===== src/rtl/life_run_if.sv =====
// life_run_if: control/status bundle between the run scheduler and its keyboard decoder, grid engine and grid RAM.
// master: scheduler side; takes start/pause/clear/manual/setting/modify levels and step_done,
//         and drives step_req, the RAM write port (wr_en/wr_addr/wr_toggle), cursor_x/cursor_y, state and gen_count.
// slave:  environment side, the mirror image of master.
interface life_run_if #(
  parameter int GRID_W = 64,
  parameter int GRID_H = 64
);
  localparam int XW = $clog2(GRID_W);
  localparam int YW = $clog2(GRID_H);
  logic start, pause, clear, manual, modify, step_done;
  logic [3:0] setting;
  logic step_req, wr_en, wr_toggle;
  logic [XW+YW-1:0] wr_addr;
  logic [XW-1:0] cursor_x;
  logic [YW-1:0] cursor_y;
  logic [2:0] state;
  logic [15:0] gen_count;
  modport master (
    input  start, pause, clear, manual, setting, modify, step_done,
    output step_req, wr_en, wr_addr, wr_toggle, cursor_x, cursor_y, state, gen_count
  );
  modport slave (
    output start, pause, clear, manual, setting, modify, step_done,
    input  step_req, wr_en, wr_addr, wr_toggle, cursor_x, cursor_y, state, gen_count
  );
endinterface


===== src/rtl/life_run_scheduler.sv =====
// life_run_scheduler: run/pause/clear/edit sequencer for a Game of Life grid engine and its cell RAM.
// clk_in, reset (async, active-high) are plain ports; everything else is on bus (life_run_if.master):
//   keyboard levels start/pause/clear/manual/modify/setting, step_done from the engine,
//   step_req to the engine, wr_en/wr_addr/wr_toggle to the grid RAM, cursor_x/cursor_y, state, gen_count.
module life_run_scheduler #(
  parameter int GRID_W   = 64,
  parameter int GRID_H   = 64,
  parameter int TICK_DIV = 5000000
) (
  input logic clk_in,
  input logic reset,
  life_run_if.master bus
);
  localparam int XW = $clog2(GRID_W);
  localparam int YW = $clog2(GRID_H);
  localparam int AW = XW + YW;
  localparam int CW = $clog2(TICK_DIV);
  localparam logic [2:0] S_IDLE = 3'd0, S_WAIT = 3'd1, S_STEP = 3'd2, S_CLEAR = 3'd3, S_EDIT = 3'd4;
  localparam logic [AW-1:0] LAST = AW'(GRID_W * GRID_H - 1);
  localparam logic [CW-1:0] TERM = CW'(TICK_DIV - 1);
  logic [2:0] st;
  logic [CW-1:0] cnt;
  logic [15:0] gen;
  logic [XW-1:0] cx;
  logic [YW-1:0] cy;
  logic step_req, wr_en, wr_toggle;
  logic [AW-1:0] wr_addr;
  logic p_start, p_pause, p_clear, p_modify;
  logic [3:0] p_set;
  logic pend_pause, pend_clear;
  logic r_start, r_pause, r_clear, r_modify;
  logic [3:0] r_set;
  assign r_start  = bus.start & ~p_start;
  assign r_pause  = bus.pause & ~p_pause;
  assign r_clear  = bus.clear & ~p_clear;
  assign r_modify = bus.modify & ~p_modify;
  assign r_set    = bus.setting & ~p_set;
  assign bus.state     = st;
  assign bus.gen_count = gen;
  assign bus.cursor_x  = cx;
  assign bus.cursor_y  = cy;
  assign bus.step_req  = step_req;
  assign bus.wr_en     = wr_en;
  assign bus.wr_addr   = wr_addr;
  assign bus.wr_toggle = wr_toggle;
  always_ff @(posedge clk_in or posedge reset) begin
    if (reset) begin
      st <= S_IDLE;
      cnt <= '0;
      gen <= '0;
      cx <= '0;
      cy <= '0;
      step_req <= 1'b0;
      wr_en <= 1'b0;
      wr_toggle <= 1'b0;
      wr_addr <= '0;
      {p_start, p_pause, p_clear, p_modify, p_set} <= '0;
      {pend_pause, pend_clear} <= 2'b00;
    end else begin
      {p_start, p_pause, p_clear, p_modify, p_set} <= {bus.start, bus.pause, bus.clear, bus.modify, bus.setting};
      // write port and step request are single-cycle unless re-asserted below
      step_req <= 1'b0;
      wr_en <= 1'b0;
      wr_toggle <= 1'b0;
      wr_addr <= '0;
      case (st)
        S_IDLE: begin
          if (r_clear) begin
            st <= S_CLEAR;
            wr_en <= 1'b1;
          end else if (r_start) begin
            st <= S_WAIT;
            cnt <= '0;
          end else if (bus.manual) st <= S_EDIT;
        end
        S_WAIT: begin
          if (r_clear) begin
            st <= S_CLEAR;
            wr_en <= 1'b1;
          end else if (r_pause) st <= S_IDLE;
          else if (cnt == TERM) begin
            st <= S_STEP;
            step_req <= 1'b1;
            cnt <= '0;
          end else cnt <= cnt + 1'b1;
        end
        S_STEP: begin
          // pause/clear arriving together with step_done count as already latched
          if (bus.step_done) begin
            gen <= gen + 16'd1;
            {pend_pause, pend_clear} <= 2'b00;
            if (pend_clear | r_clear) begin
              st <= S_CLEAR;
              wr_en <= 1'b1;
            end else if (pend_pause | r_pause) st <= S_IDLE;
            else begin
              st <= S_WAIT;
              cnt <= '0;
            end
          end else begin
            pend_pause <= pend_pause | r_pause;
            pend_clear <= pend_clear | r_clear;
          end
        end
        S_CLEAR: begin
          // wr_addr holds the address being written this cycle; wr_en is pre-set on entry
          if (wr_addr == LAST) begin
            st <= S_IDLE;
            gen <= '0;
          end else begin
            wr_en <= 1'b1;
            wr_addr <= wr_addr + 1'b1;
          end
        end
        S_EDIT: begin
          if (r_clear) begin
            st <= S_CLEAR;
            wr_en <= 1'b1;
          end else if (r_start) begin
            st <= S_WAIT;
            cnt <= '0;
          end else if (!bus.manual) st <= S_IDLE;
          else begin
            if (r_modify) begin
              wr_en <= 1'b1;
              wr_toggle <= 1'b1;
              wr_addr <= {cy, cx};
            end
            if (r_set[0]) cx <= cx - 1'b1;
            else if (r_set[1]) cy <= cy - 1'b1;
            else if (r_set[2]) cy <= cy + 1'b1;
            else if (r_set[3]) cx <= cx + 1'b1;
          end
        end
        default: st <= S_IDLE;
      endcase
    end
  end
endmodule

===== src/flat_wrapper.sv =====
// flat-port wrapper written by rule: the top's interface ports become plain ports
module life_run_scheduler_flat 
#(
  parameter int GRID_W   = 64,
  parameter int GRID_H   = 64,
  parameter int TICK_DIV = 5000000
)
  (clk_in, reset, bus_start, bus_pause, bus_clear, bus_manual, bus_setting, bus_modify, bus_step_done, bus_step_req, bus_wr_en, bus_wr_addr, bus_wr_toggle, bus_cursor_x, bus_cursor_y, bus_state, bus_gen_count);
  life_run_if #(.GRID_W(GRID_W), .GRID_H(GRID_H)) bus_i ();
  input logic clk_in;
  input logic reset;
  input wire logic [$bits(bus_i.start)-1:0] bus_start;
  input wire logic [$bits(bus_i.pause)-1:0] bus_pause;
  input wire logic [$bits(bus_i.clear)-1:0] bus_clear;
  input wire logic [$bits(bus_i.manual)-1:0] bus_manual;
  input wire logic [$bits(bus_i.setting)-1:0] bus_setting;
  input wire logic [$bits(bus_i.modify)-1:0] bus_modify;
  input wire logic [$bits(bus_i.step_done)-1:0] bus_step_done;
  output wire logic [$bits(bus_i.step_req)-1:0] bus_step_req;
  output wire logic [$bits(bus_i.wr_en)-1:0] bus_wr_en;
  output wire logic [$bits(bus_i.wr_addr)-1:0] bus_wr_addr;
  output wire logic [$bits(bus_i.wr_toggle)-1:0] bus_wr_toggle;
  output wire logic [$bits(bus_i.cursor_x)-1:0] bus_cursor_x;
  output wire logic [$bits(bus_i.cursor_y)-1:0] bus_cursor_y;
  output wire logic [$bits(bus_i.state)-1:0] bus_state;
  output wire logic [$bits(bus_i.gen_count)-1:0] bus_gen_count;
  assign bus_i.start = bus_start;
  assign bus_i.pause = bus_pause;
  assign bus_i.clear = bus_clear;
  assign bus_i.manual = bus_manual;
  assign bus_i.setting = bus_setting;
  assign bus_i.modify = bus_modify;
  assign bus_i.step_done = bus_step_done;
  assign bus_step_req = bus_i.step_req;
  assign bus_wr_en = bus_i.wr_en;
  assign bus_wr_addr = bus_i.wr_addr;
  assign bus_wr_toggle = bus_i.wr_toggle;
  assign bus_cursor_x = bus_i.cursor_x;
  assign bus_cursor_y = bus_i.cursor_y;
  assign bus_state = bus_i.state;
  assign bus_gen_count = bus_i.gen_count;
  life_run_scheduler #(.GRID_W(GRID_W), .GRID_H(GRID_H), .TICK_DIV(TICK_DIV)) u_core (.clk_in(clk_in), .reset(reset), .bus(bus_i));
endmodule

===== config.mk =====
export PLATFORM = sky130hd
export DESIGN_NAME = life_run_scheduler_flat
export DESIGN_NICKNAME = d
export VERILOG_FILES = /design/src/rtl/life_run_if.sv /design/src/rtl/life_run_scheduler.sv /design/src/flat_wrapper.sv
export SDC_FILE = /design/constraint.sdc
export NUM_CORES = 1
export LEC_CHECK = 0
export CORE_AREA = 2 2 97 99
export CTS_CLUSTER_DIAMETER = 50
export DETAILED_ROUTE_END_ITERATION = 7
export DIE_AREA = 0 0 99 101
export PLACE_DENSITY = 0.73
export SLEW_MARGIN = 0
export SYNTH_ARGS = -nofsm -noshare
export SYNTH_HDL_FRONTEND = slang
export SYNTH_SLANG_ARGS = --single-unit

===== constraint.sdc =====
create_clock -name clk_in -period 5.8 [get_ports clk_in]
set_input_delay 1.16 -clock clk_in [delete_from_list [all_inputs] [get_ports clk_in]]
set_output_delay 1.16 -clock clk_in [all_outputs]
set_load 0.01 [all_outputs]

==> results.txt, run 1 <==
----------------------------------------------------
[Logic synthesis]
  Largest cells by area after synthesis ... sky130_fd_sc_hd__dfrtp_1 45%, sky130_fd_sc_hd__a21oi_1 4.3%, sky130_fd_sc_hd__nand2_1 3.7%
  Gate count after technology mapping ... 458
  Largest area contributor in the synthesized netlist ... sky130_fd_sc_hd__dfrtp_1
  Number of warning messages in the yosys log ... 0
  Most used standard cell by instance count after synthesis ... sky130_fd_sc_hd__dfrtp_1
  Share of flip-flops with an asynchronous set or reset ... 1.00
  Post-synthesis sequential area ratio ... 0.449
  Mean Syn Cell Area ... 9.62 um^2
  Count of different cell masters after synthesis ... 61
  Number of nets in the synthesized netlist ... 483
  Number of flops mapped to enable cells by yosys ... 0
  Fraction of synthesized cell area taken by the top area cell type ... 0.449
  Dominant register cell in the synthesized netlist ... sky130_fd_sc_hd__dfrtp_1
  Mapped cell area ... 4410 um^2
  Register bit count reported by yosys ... 79
  Commonest cells in the synthesized netlist ... 79 x sky130_fd_sc_hd__dfrtp_1, 44 x sky130_fd_sc_hd__nand2_1, 38 x sky130_fd_sc_hd__a21oi_1

[Final layout]
  Area of the multi-input gates ... 2250 um^2
  Design Area, Final ... 5250 um^2
  Number of antenna repair diodes ... 0
  Fillers ... 798
  Post-layout utilization of the core ... 0.585
  Layout net count ... 536
  Area growth syn-to-layout ... 19.2%
  Storage cell area ... 1980 um^2
  Share of cells above drive strength 1 ... 0.0814

[CTS]
  Buffers inserted by post-CTS timing repair ... 0
  Clock tree from TritonCTS ... yes
  Resize count post-CTS ... 0
  Maximum level of the CTS H-tree ... 3
  Buffer levels on the longest clock path ... 2
  Clk Tree Root Cell ... sky130_fd_sc_hd__clkbuf_8
  Clock input transition at the sequential cells of the worst setup and hold paths ... 0.08 ns
  Number of buffers created by CTS ... 9
  Clock latency at the later pin of the worst-skew pair ... 0.34 ns
  Post-cts hold buffer count ... 0
  # clock sinks ... 79

[STA]
  Count of pins over their slew limit ... 0
  Summed negative setup slack over all endpoints ... 0 ns
  Maximum clock rate ... 0.274 GHz
  Count of endpoints failing hold in the final timing report ... 0
  Min Tclk post-route ... 3.66 ns
  Remaining max-slew budget at the tightest pin ... 0.126
  Setup repair after global routing missed its margin ... false
  Final WS setup ... 2.14 ns
  Worst slew pin tran ... 1.30 ns
  Clock skew ... 0.0111 ns
  Fraction of the cycle the final worst path needs ... 0.630
  Final setup viols ... 0

[Floorplanning]
  Overall die width ... 99 um
  Ports ... 58
  Vertical die dimension ... 101 um
  Placement Rows ... 35
  Area of the core ... 8980 um^2
  Initial cell density of the core ... 0.491
  Total Die Area ... 10000 um^2

[Outcome]
  Run status ... finished, final reports clean

[Pwr]
  Leakage component of the power ... 2.15 nW
  Max VDD drop ... 0.250 mV
  Total power ... 1.78 mW
  Power Density ... 339 nW/um^2

[Routing]
  Number of iterations in the first detailed-routing pass ... 4
  Drt first-iter violations ... 179
  Number of vias per cell ... 5.93
  Post-route DRC ... 0
  Remaining number of nets flagged by the antenna check after routing ... 0
  Via count ... 3,716
  Drt total wl ... 10,200 um
  Per-cell routed wire length ... 16.3 um

[Critical path]
  Crit path arrival time ... 3.89 ns
  Crit path launch ... bus_start
  Top fanout value on the critical path ... 41
  Data required time of the critical path ... 6.03 ns
  Register-to-Register Path Depth ... 6
  Type of origin of the critical path ... input pin
  Critical path capture point type ... flip-flop
  Type of the worst setup path ... in2reg
  Beginning of the worst register-to-register path ... u_core.bus.state[1]

[Placement]
  Standard cell area after detailed placement ... 5040 um^2
  Post-placement setup slack ... 1.82 ns
  Count of port buffers added during placement ... 57
  Global placement routability congestion ... 0.832
  Detailed placer's ending HPWL ... 7110 um

[Global routing]
  Pin count of the biggest net entering global routing ... 43
  Global-route wire length before repair ... 17,200 um
  Via count of the first global-routing pass ... 3,660
  Congestion Overflow GR ... 0
  Number of antenna violations at the first check in global routing ... 0
  Tot GR Track Use ... 0.212

[Min path]
  Class of the tightest hold or removal check ... reg2reg
  Number of instances on the worst hold path ... 1
  HP Start ... u_core.bus.cursor_y[5]

[Run]
  Max-cap viol count ... 0

----------------------------------------------------
==> worst max-delay path, cell delays in order <==
cell	delay, ns
sky130_fd_sc_hd__clkdlybuf4s50_1	0.51
sky130_fd_sc_hd__nor2b_1	0.41
sky130_fd_sc_hd__a32oi_2	0.16
sky130_fd_sc_hd__buf_4	0.27
sky130_fd_sc_hd__nor3_2	1.05
sky130_fd_sc_hd__and4bb_2	0.31
==> per-layer routing <==
layer | vias up | global-route usage | wire [um]
met5 | - | 0 | 0
met4 | 0 | 0.0717 | 127
met3 | 13 | 0.0479 | 376
met2 | 73 | 0.356 | 5090
met1 | 1849 | 0.272 | 4610
li1 | 1781 | - | -
==> flip-flops by register name (all words and copies together) (netlist names), 3 cells and up <==
register,cells
u_core.bus.wr_addr,12
u_core.bus.gen_count,16
u_core.bus.cursor_y,6
u_core.bus.cursor_x,6
u_core.cnt,23
u_core.p_set,4
u_core.bus.state,3
==> logic make-up after synthesis <==
group	Yosys count	share of synthesized area
xor+xnor	30	0.0596
fa+ha+maj	13	0.0403
buf+inv	39	0.0426
flops	79	0.449
compound gates	117	0.171
simple gates	174	0.222
mux	6	0.0150
==> power breakdown <==
part	internal, mW	total [mW]	switching [mW]
Clock	0.235	0.433	0.198
Combinational	0.262	0.616	0.354
Sequential	0.619	0.730	0.111
Total	1.12	1.78	0.663
==> final timing paths <==
| kind | slack (ns) | end |
|---|---|---|
| worst min-delay path | 0.50 | u_core.bus.cursor_y[5] |
| worst max-delay path | 2.14 | u_core.cnt[21] |
| max in group asynchronous | 3.63 | u_core.bus.cursor_y[3] |
| worst max register to register | 2.99 | u_core.cnt[21] |
| worst min register to register | 0.50 | u_core.bus.cursor_y[5] |
| min in group asynchronous | 1.24 | u_core.cnt[5] |
==> stage by stage <==
step	cells	hold WS, ns
floorplan	458	0.477
global placement	611	0.476
detailed placement	611	0.482
CTS	627	0.496
global route	627	0.509
finish	627	0.497
==> cells in the final DEF, fill, tap and decap left out, types with 3 or more instances in the layout <==
| cell | Yosys | final |
|---|---|---|
| sky130_fd_sc_hd__a21o_1 | 5 | 5 |
| sky130_fd_sc_hd__a21oi_1 | 38 | 38 |
| sky130_fd_sc_hd__and3_1 | 3 | 3 |
| sky130_fd_sc_hd__buf_4 | 2 | 4 |
| sky130_fd_sc_hd__clkbuf_8 | 1 | 12 |
| sky130_fd_sc_hd__clkdlybuf4s50_1 | 0 | 57 |
| sky130_fd_sc_hd__dfrtp_1 | 79 | 79 |
| sky130_fd_sc_hd__ha_1 | 11 | 11 |
| sky130_fd_sc_hd__inv_1 | 20 | 19 |
| sky130_fd_sc_hd__mux2_2 | 5 | 5 |
| sky130_fd_sc_hd__nand2_1 | 44 | 44 |
| sky130_fd_sc_hd__nand2b_1 | 7 | 7 |
| sky130_fd_sc_hd__nand3_1 | 26 | 26 |
| sky130_fd_sc_hd__nand4_1 | 15 | 15 |
| sky130_fd_sc_hd__nor2_1 | 21 | 21 |
| sky130_fd_sc_hd__nor2b_1 | 5 | 5 |
| sky130_fd_sc_hd__nor3_1 | 11 | 11 |
| sky130_fd_sc_hd__nor4_1 | 8 | 7 |
| sky130_fd_sc_hd__o211ai_1 | 3 | 3 |
| sky130_fd_sc_hd__o21ai_0 | 28 | 28 |
| sky130_fd_sc_hd__o21bai_1 | 4 | 4 |
| sky130_fd_sc_hd__o31ai_1 | 17 | 17 |
| sky130_fd_sc_hd__or4_1 | 15 | 15 |
| sky130_fd_sc_hd__xnor2_1 | 13 | 13 |
| sky130_fd_sc_hd__xor2_1 | 17 | 17 |
==> final cells by class <==
cell class,instances,area share
timing repair buffer,61,0.114
sequential,79,0.376
clock inverter,2,0.00715
tap,111,0.0264
multi-input combinational,340,0.428
clock buffer,14,0.0329
inverter,20,0.0145
Power figures use the tool's default switching activity.
==> inputs of run 2 (changes only) <==
==> constraint.sdc (replaced) <==
create_clock -name clk_in -period 3.4 [get_ports clk_in]
set_input_delay 0.68 -clock clk_in [delete_from_list [all_inputs] [get_ports clk_in]]
set_output_delay 0.68 -clock clk_in [all_outputs]
set_load 0.01 [all_outputs]
==> results.txt, run 2 (synthesized netlist as in run 1, its figures left out) <==
----------------------------------------------------
[CTS]
  # clock sinks ... 79
  Post-cts hold buffer count ... 0
  Resize count post-CTS ... 0
  Clock input transition at the sequential cells of the worst setup and hold paths ... 0.08 ns
  Clk Tree Root Cell ... sky130_fd_sc_hd__clkbuf_8
  Clock latency at the later pin of the worst-skew pair ... 0.36 ns
  Number of buffers created by CTS ... 9
  Buffers inserted by post-CTS timing repair ... 0
  Clock tree from TritonCTS ... yes
  Maximum level of the CTS H-tree ... 3
  Buffer levels on the longest clock path ... 2

[STA]
  Count of endpoints failing hold in the final timing report ... 0
  Min Tclk post-route ... 2.59 ns
  Summed negative setup slack over all endpoints ... 0 ns
  Count of pins over their slew limit ... 0
  Setup repair after global routing missed its margin ... false
  Fraction of the cycle the final worst path needs ... 0.762
  Maximum clock rate ... 0.386 GHz
  Final setup viols ... 0
  Clock skew ... 0.0118 ns
  Remaining max-slew budget at the tightest pin ... 0.479
  WHS ... 0.498 ns
  Worst slew pin tran ... 0.780 ns

[Run]
  Max-cap viol count ... 0

[Global routing]
  Number of antenna violations at the first check in global routing ... 0
  Global-route wire length before repair ... 17,300 um
  Via count of the first global-routing pass ... 3,725
  Tot GR Track Use ... 0.213
  Pin count of the biggest net entering global routing ... 80
  Congestion Overflow GR ... 0

[Min path]
  Class of the tightest hold or removal check ... reg2reg
  Number of instances on the worst hold path ... 1

[Routing]
  Post-route DRC ... 0
  Remaining number of nets flagged by the antenna check after routing ... 0
  Drt first-iter violations ... 177
  Via count ... 3,701
  Number of iterations in the first detailed-routing pass ... 5
  Drt total wl ... 10,100 um
  Number of vias per cell ... 5.89
  Per-cell routed wire length ... 16.0 um

[Floorplanning]
  Total Die Area ... 10000 um^2
  Initial cell density of the core ... 0.491
  Area of the core ... 8980 um^2
  Ports ... 58
  Overall die width ... 99 um
  Vertical die dimension ... 101 um
  Placement Rows ... 35

[Final layout]
  Biggest register ... u_core.cnt
  Largest register FFs ... 23
  Leading cell types in the layout, fill and taps excluded ... 79 x sky130_fd_sc_hd__dfrtp_1, 57 x sky130_fd_sc_hd__clkdlybuf4s50_1, 44 x sky130_fd_sc_hd__nand2_1
  Fillers ... 804
  Number of antenna repair diodes ... 0
  Share of cells above drive strength 1 ... 0.0812
  Area growth syn-to-layout ... 19.5%
  Layout net count ... 537
  Most common cell after layout, fill and taps aside ... sky130_fd_sc_hd__dfrtp_1

[Pwr]
  Switching power ... 1.13 mW
  Sequential cell fraction of total power ... 0.412
  Logic pwr share ... 0.359
  Clk pwr share ... 0.229
  Leakage component of the power ... 2.15 nW
  Max VDD drop ... 0.424 mV
  Power Density ... 576 nW/um^2
  Internal Pwr Total ... 1.90 mW
  Switching share of total power ... 0.374

[Outcome]
  Run status ... finished, final reports clean

[Critical path]
  Data required time of the critical path ... 3.64 ns
  Type of the worst setup path ... in2reg
  Top fanout value on the critical path ... 7
  Critical path capture point type ... flip-flop
  Register-to-Register Path Depth ... 5
  Type of origin of the critical path ... input pin
  Crit path arrival time ... 2.84 ns

[Placement]
  Global placement routability congestion ... 0.828
  Detailed placer's ending HPWL ... 7100 um
  Count of port buffers added during placement ... 57

----------------------------------------------------
run 2: cell types whose count changed in the layout (fill, tap and decap cells not counted):
cell                       change
sky130_fd_sc_hd__buf_12        +2
sky130_fd_sc_hd__buf_4         -1
sky130_fd_sc_hd__clkbuf_1      +1
sky130_fd_sc_hd__clkbuf_8      -2
sky130_fd_sc_hd__clkinv_2      +1
run 2: area by class of cell:
cell class                 instances  area (um^2)  area share
timing repair buffer              62          633       0.120
inverter                          20         76.3      0.0145
multi-input combinational        340         2250       0.427
tap                              111          139      0.0264
sequential                        79         1980       0.375
clock buffer                      13          149      0.0283
clock inverter                     3         42.5     0.00808
run 2: worst paths after layout:
path / start / to / slack [ns]
worst max-delay path: bus_setting[0] / u_core.bus.cursor_x[5] / 0.81
worst min-delay path: u_core.bus.gen_count[15] / u_core.bus.gen_count[15] / 0.50
worst max register to register: u_core.bus.wr_addr[0] / u_core.bus.gen_count[1] / 1.01
worst min register to register: u_core.bus.gen_count[15] / u_core.bus.gen_count[15] / 0.50
max in group asynchronous: reset / u_core.p_modify / 2.32
min in group asynchronous: reset / u_core.bus.wr_toggle / 0.70
run 2: worst max-delay path, stage by stage:
cell and delay (ns):
sky130_fd_sc_hd__clkdlybuf4s50_1 0.43, sky130_fd_sc_hd__nand2b_1 0.24, sky130_fd_sc_hd__inv_1 0.17, sky130_fd_sc_hd__ha_1 0.32, sky130_fd_sc_hd__a211oi_1 0.25, sky130_fd_sc_hd__o21bai_1 0.11, sky130_fd_sc_hd__a21oi_1 0.17, sky130_fd_sc_hd__mux2_2 0.36
sky130_fd_sc_hd__xnor2_1 0.12
run 2: power by group through the flow:
stage / sequential (mW) / combinational (mW) / clock, mW
detailed placement: 1.26 / 1.09 / 0
floorplan: 1.23 / 0.750 / 0
global placement: 1.26 / 1.06 / 0
CTS: 1.25 / 1.09 / 0.706
finish: 1.25 / 1.09 / 0.694
global route: 1.28 / 1.20 / 0.742
run 2: routing by layer:
layer | GRT usage | up-vias | part of all wire
met1 | 0.284 | 1821 | 0.46
met4 | 0.0801 | 0 | 0.017
met3 | 0.0354 | 13 | 0.032
li1 | - | 1793 | -
met5 | 0 | - | 0
met2 | 0.350 | 74 | 0.49
run 2: per-stage QoR:
stage	power, mW	instance area [um^2]	setup WS (ns)	instances	util
floorplan	1.98	4410	0.697	458	-
global placement	2.32	5070	0.534	612	0.565
detailed placement	2.35	5070	0.421	612	0.565
CTS	3.05	5270	0.802	628	0.586
global route	3.22	5270	0.577	628	0.586
finish	3.03	5270	0.809	628	0.586
==> RTL change 1: new RTL, config.mk and constraints of run 2 <==
`GRID_H` is set to 64 in 3 places; all go to 128.
--- a/src/rtl/life_run_if.sv
+++ b/src/rtl/life_run_if.sv
@@ -5,5 +5,5 @@
 interface life_run_if #(
   parameter int GRID_W = 64,
-  parameter int GRID_H = 64
+  parameter int GRID_H = 128
 );
   localparam int XW = $clog2(GRID_W);
--- a/src/rtl/life_run_scheduler.sv
+++ b/src/rtl/life_run_scheduler.sv
@@ -5,5 +5,5 @@
 module life_run_scheduler #(
   parameter int GRID_W   = 64,
-  parameter int GRID_H   = 64,
+  parameter int GRID_H   = 128,
   parameter int TICK_DIV = 5000000
 ) (
--- a/src/flat_wrapper.sv
+++ b/src/flat_wrapper.sv
@@ -3,5 +3,5 @@
 #(
   parameter int GRID_W   = 64,
-  parameter int GRID_H   = 64,
+  parameter int GRID_H   = 128,
   parameter int TICK_DIV = 5000000
 )
Interface: changed (resized bus_cursor_y and bus_wr_addr); port bits go from 58 to 60. No check against the original RTL was run, so the function may have changed too.
==> RTL change 1 against run 2 <==
Power increased by 7.1%. Routed wire length rose by 6.6%. Sequential cell count is 2 higher. First-iteration DRC count decreased by 11%. Area after synthesis grew 1.9%. Final area up 3.5%. Largest power group unchanged. Worst setup slack got worse by 0.017 ns. Clock power increased by 21%. Critical endpoint is now u_core.bus.cursor_x[4]$_DFFE_PP0P_.
==> RTL change 1: results (changes against run 2) <==
Critical path
  • Reg2Reg Capture Point: u_core.cnt[17]$_DFFE_PP0P_
  • Reg2Reg Setup Slack: 0.80 ns (-0.21 ns)
  • Crit path capture: u_core.bus.cursor_x[4]$_DFFE_PP0P_
  • Critical path arrival: 2.85 ns (about the same)
  • Reg2reg path depth: 6 (+1)
  • Worst-path maximum fanout: 8 (+1)
  • Reg-to-reg critical path startpoint: u_core.cnt[0]$_DFFE_PP0P_
  • CP startpoint: bus_setting[1]

Clock network
  • Cts repair resizes: 0 (unchanged)
  • CTS Root Cell: clkbuf_8
  • TritonCTS buffer count: 9 (unchanged)
  • Reg clk slew, reported paths: 0.08 ns (about the same)
  • H-tree Lvls: 3 (unchanged)
  • Post-CTS setup buffer count: 0 (unchanged)
  • Clk_lat worst skew: 0.36 ns (about the same)
  • Clock buffer depth: 2 (unchanged)

Synth
  • Distinct cells, synth: 61 (unchanged)
  • Async set-reset flop share out of synthesis: 100% (unchanged)
  • Sequential fraction of the synthesis area: 45.1% (+0.28 points)
  • Post-synth top cells: dfrtp_1, nand2_1, nor2_1, nand3_1, o21ai_0
  • Gate Count Post-Synth: 464 (+1.3%)
  • YS warnings: 0 (unchanged)
  • Area contributors post-synth: dfrtp_1, xor2_1, ha_1
  • Syn Nets: 490 (+1.4%)

Hold path
  • Min-Delay Path Depth: 2 (+1)
  • Min-delay worst type: reg2reg
  • Hold EP: u_core.pend_pause$_DFFE_PP0P_
  • Min-delay src: u_core.pend_pause$_DFFE_PP0P_

Power and ir drop
  • VDD IR max: 0.241 mV (-43%)
  • LEAKAGE: 0.00229 uW (+6.5%)

STA
  • Clock Skew: 0.0124 ns (+0.000576 ns)
  • Tightest Pin Transition: 0.830 ns (+0.0499 ns)

Final layout
  • Layout cells sized above 1: 7.75% (-0.37 points)
  • Fill count: 742 (-7.7%)
  • Most flops, register: u_core.cnt
  • Layout Nets: 551 (+2.6%)
  • Largest register FFs: 23 (unchanged)
  • Diodes inserted: 0 (unchanged)

Placed design
  • Port buffer count: 59 (+3.5%)
  • Placed Cells incl. Taps: 625 (+2.1%)
  • Hpwl dp: 7540 um (+6.2%)
  • Routability cong.: 0.848 (+2.4%)

GRT
  • Antenna violations before repair: 0 (unchanged)
  • Wire length of the first global-routing pass: 18100 um (+4.5%)
  • Total GRT Usage: 22.4% (+1.1 points)
  • Largest net degree at the start of global routing: 44 (-45%)

Drt
  • Via count: 3762 (+1.6%)
  • Drt pass-1 iters: 5 (unchanged)
  • Routed len/inst: 16.7 um (+4.6%)
  • Drt initial violations: 158 (-11%)
  • Vias per cell: 5.88 (-0.26%)

Run
  • Max-cap viol count: 0 (unchanged)

Run status
  • Status: finished, final reports clean
RTL change 1: worst max-delay path, cell delays in order:
cell	delay, ns
clkdlybuf4s50_1	0.43
nand2b_1	0.16
inv_1	0.16
or4b_2	0.69
a21oi_2	0.34
mux2_2	0.38
RTL change 1: logic make-up after synthesis:
logic type,share of synthesized area (%)
XOR/XNOR,6.83
buffers and inverters,3.54
AND/OR/NAND/NOR,22.2
multiplexers,2.87
flip-flops,45.1
adder cells (fa/ha/maj),4.24
AO/OA/AOI/OAI,15.2
RTL change 1: through the flow:
stage | hold slack (ns) | total power (uW) | cell area [um2] | setup slack, ns | utilization [%]
floorplan | 0.464 | 1990 | 4490 | 0.640 | -
finish | 0.525 | 3250 | 5450 | 0.791 | 60.7
global route | 0.557 | 3440 | 5450 | 0.566 | 60.7
detailed placement | 0.502 | 2410 | 5220 | 0.440 | 58.1
CTS | 0.524 | 3260 | 5450 | 0.825 | 60.7
global placement | 0.493 | 2390 | 5220 | 0.528 | 58.1
RTL change 1: report_power, final:
part | switching, uW | leakage, uW | internal [uW]
logic | 575 | 0.00111 | 505
clock network | 358 | 0.000109 | 484
registers | 226 | 0.00107 | 1100
RTL change 1: metal layers:
| metal | vias to the layer above | track usage [%] | wire length (um) |
|---|---|---|---|
| li1 | 1808 | - | - |
| met1 | 1834 | 30.5 | 5050 |
| met2 | 107 | 36.1 | 5020 |
| met3 | 13 | 3.47 | 468 |
| met4 | 0 | 8.96 | 172 |
| met5 | - | 0 | 0 |
RTL change 1: cell type report:
class,count,area (um2),share of cell area (%)
Timing Repair Buffer,65,661,12.1
Tap cell,111,139,2.55
Sequential cell,81,2030,37.2
Clock buffer,10,128,2.34
Clock inverter,5,105,1.93
Inverter,21,80.1,1.47
Multi-Input combinational cell,347,2310,42.4
==> RTL change 2: new RTL, flow settings as in run 2 <==
Made on the original files. Make the reset (`reset`) synchronous in one clocked block. Comments in the files are not updated.
--- a/src/rtl/life_run_scheduler.sv
+++ b/src/rtl/life_run_scheduler.sv
@@ -44,5 +44,5 @@
   assign bus.wr_addr   = wr_addr;
   assign bus.wr_toggle = wr_toggle;
-  always_ff @(posedge clk_in or posedge reset) begin
+  always_ff @(posedge clk_in) begin
     if (reset) begin
       st <= S_IDLE;
Behaviour: differs if reset is asserted again (counterexample within 4 cycles, from zero or initial values and one cycle with reset high); with reset held inactive, the same outputs for 4 cycles.
==> RTL change 2 against run 2 <==
Worst setup slack got worse by 0.17 ns. Final area shrank 2.0%. Final cell count rose by 6.5%. Clock skew increased by 0.0081 ns. Synthesized cell count grew 9.0%. Sequential share of layout area shrank 6.9 points. Die area unchanged. Utilization is 1.2 points lower. Sequential cell count did not move. Routed wire length down 0.27%. Area after synthesis decreased by 2.2%.
Power is not compared: it rests on default switching activity, and its combinational part moved more than twofold at a synthesized area within 25%.
==> RTL change 2: results (changes against run 2) <==
Synth
  • Distinct cells, synth: 68 (+11%)
  • Post-synth top cells: dfxtp_1, a21oi_1, nor2_1, nand2_1, nand3_1
  • Area contributors post-synth: dfxtp_1, a21oi_1, or4_1
  • Sequential fraction of the synthesis area: 36.7% (-8.1 points)
  • YS warnings: 0 (unchanged)
  • Syn Nets: 524 (+8.5%)
  • EDFF count, synth: 0 (unchanged)
  • Async set-reset flop share out of synthesis: 0% (-100 points)
  • Post-synth top flop: dfxtp_1

GRT
  • Wire length of the first global-routing pass: 16700 um (-3.7%)
  • Number of global-route vias before repair: 3544 (-4.9%)
  • Total GRT Usage: 20.1% (-1.2 points)
  • Antenna violations before repair: 0 (unchanged)
  • Largest net degree at the start of global routing: 34 (-57%)

Critical path
  • CP max stage delay: 0.58 ns (+0.15 ns)
  • Worst-path maximum fanout: 33 (+26)
  • CP startpoint: bus_clear
  • Reg-to-reg critical path startpoint: u_core.bus.wr_addr[0]$_SDFF_PP0_
  • CP max stage cell: or4_1
  • Critical path arrival: 3.02 ns (+0.18 ns)
  • Reg2reg path depth: 6 (+1)
  • Reg2Reg Setup Slack: 0.86 ns (-0.15 ns)
  • Crit path capture: u_core.cnt[15]$_SDFFE_PP0P_
  • Reg2Reg Capture Point: u_core.bus.state[1]$_SDFFE_PP0P_

Clock network
  • Reg clk slew, reported paths: 0.09 ns
  • H-tree Lvls: 3 (unchanged)
  • TritonCTS buffer count: 9 (unchanged)
  • CTS Root Cell: clkbuf_8

Placed design
  • Placed Instance Area: 4980 um2 (-1.8%)
  • Routability cong.: 0.853 (+3.1%)
  • Hpwl dp: 7120 um (+0.27%)
  • Port buffer count: 57 (unchanged)

Drt
  • Routed len/inst: 15.0 um (-6.4%)
  • Via count: 3942 (+6.5%)
  • Drt initial violations: 242 (+37%)
  • Drt pass-1 iters: 5 (unchanged)

STA
  • Clock Skew: 0.0199 ns (+0.00809 ns)
  • Tightest Pin Transition: 1.11 ns (+0.331 ns)
  • Min Hold Slack: 0.489 ns (-0.00893 ns)

Run status
  • Status: finished, final reports clean

Final layout
  • Layout Nets: 578 (+7.6%)
  • Layout cells sized above 1: 7.71% (-0.42 points)
  • Post-Layout Inst Area: 5160 um2 (-2.0%)
  • Fill count: 799 (-0.62%)
  • Diodes inserted: 0 (unchanged)

Hold path
  • Min-delay src: u_core.cnt[22]$_SDFFE_PP0P_
-- RTL change 2: cell types whose count changed in the layout (fill, tap and decap cells not counted), moves of 11 or more --
cell / change
nand2_1: -15
dfrtp_1: -79
dfxtp_1: +79
xor2_1: -11
nor2_1: +18
a22oi_1: +12
nor2b_1: +13
o21ai_0: -13
-- RTL change 2: worst min-delay path by stage --
stage                                  end  depth (start not counted)
2_1_floorplan  u_core.cnt[22]$_SDFFE_PP0P_                          2
3_3_place_gp   u_core.cnt[22]$_SDFFE_PP0P_                          2
3_5_place_dp   u_core.cnt[22]$_SDFFE_PP0P_                          2
4_1_cts        u_core.cnt[19]$_SDFFE_PP0P_                          2
5_1_grt        u_core.cnt[22]$_SDFFE_PP0P_                          2
6_report       u_core.cnt[22]$_SDFFE_PP0P_                          2
-- RTL change 2: report_power, final --
part	internal [uW]	leakage, uW	switching [uW]
Clock	271	0.0000785	380
Combinational	155	0.000946	245
Sequential	952	0.000639	43.2
Total	1380	0.00166	668
-- RTL change 2: critical path: cells and delay by family --
kind / cells / cell delay (ns)
compound gates: 3 / 1.10
buf+inv: 1 / 0.42
simple gates: 2 / 0.81
-- RTL change 2: final cells by class --
class	count	area share (%)
Clock buffer	9	2.40
Clock inverter	7	1.09
Inverter	18	1.31
Multi-Input combinational cell	379	49.5
Sequential cell	79	30.6
Tap cell	111	2.69
Timing Repair Buffer	66	12.4
-- RTL change 2: routing by layer --
layer | wire length [um] | global-route usage, % | share of wire (%) | vias up
li1 | - | - | - | 1968
met1 | 4700 | 26.2 | 47 | 1880
met2 | 4840 | 34.5 | 48 | 85
met3 | 370 | 2.98 | 3.7 | 9
met4 | 116 | 6.32 | 1.2 | 0
met5 | 0 | 0 | 0 | -
-- RTL change 2: cell families after synthesis --
family	synth area share, %
muxes	2.41
xor gates and xnor gates	3.86
adders and majority gates	4.36
and+or+nand+nor	27.9
DFF	36.7
AOI/OAI and AO/OA	20.8
buffers and inverters	3.98
-- RTL change 2: stage by stage --
step / setup WS (ns) / instances
2_1_floorplan: 1.00 / 499
3_3_place_gp: 0.350 / 653
3_5_place_dp: 0.278 / 653
4_1_cts: 0.657 / 669
5_1_grt: 0.430 / 669
6_report: 0.639 / 669
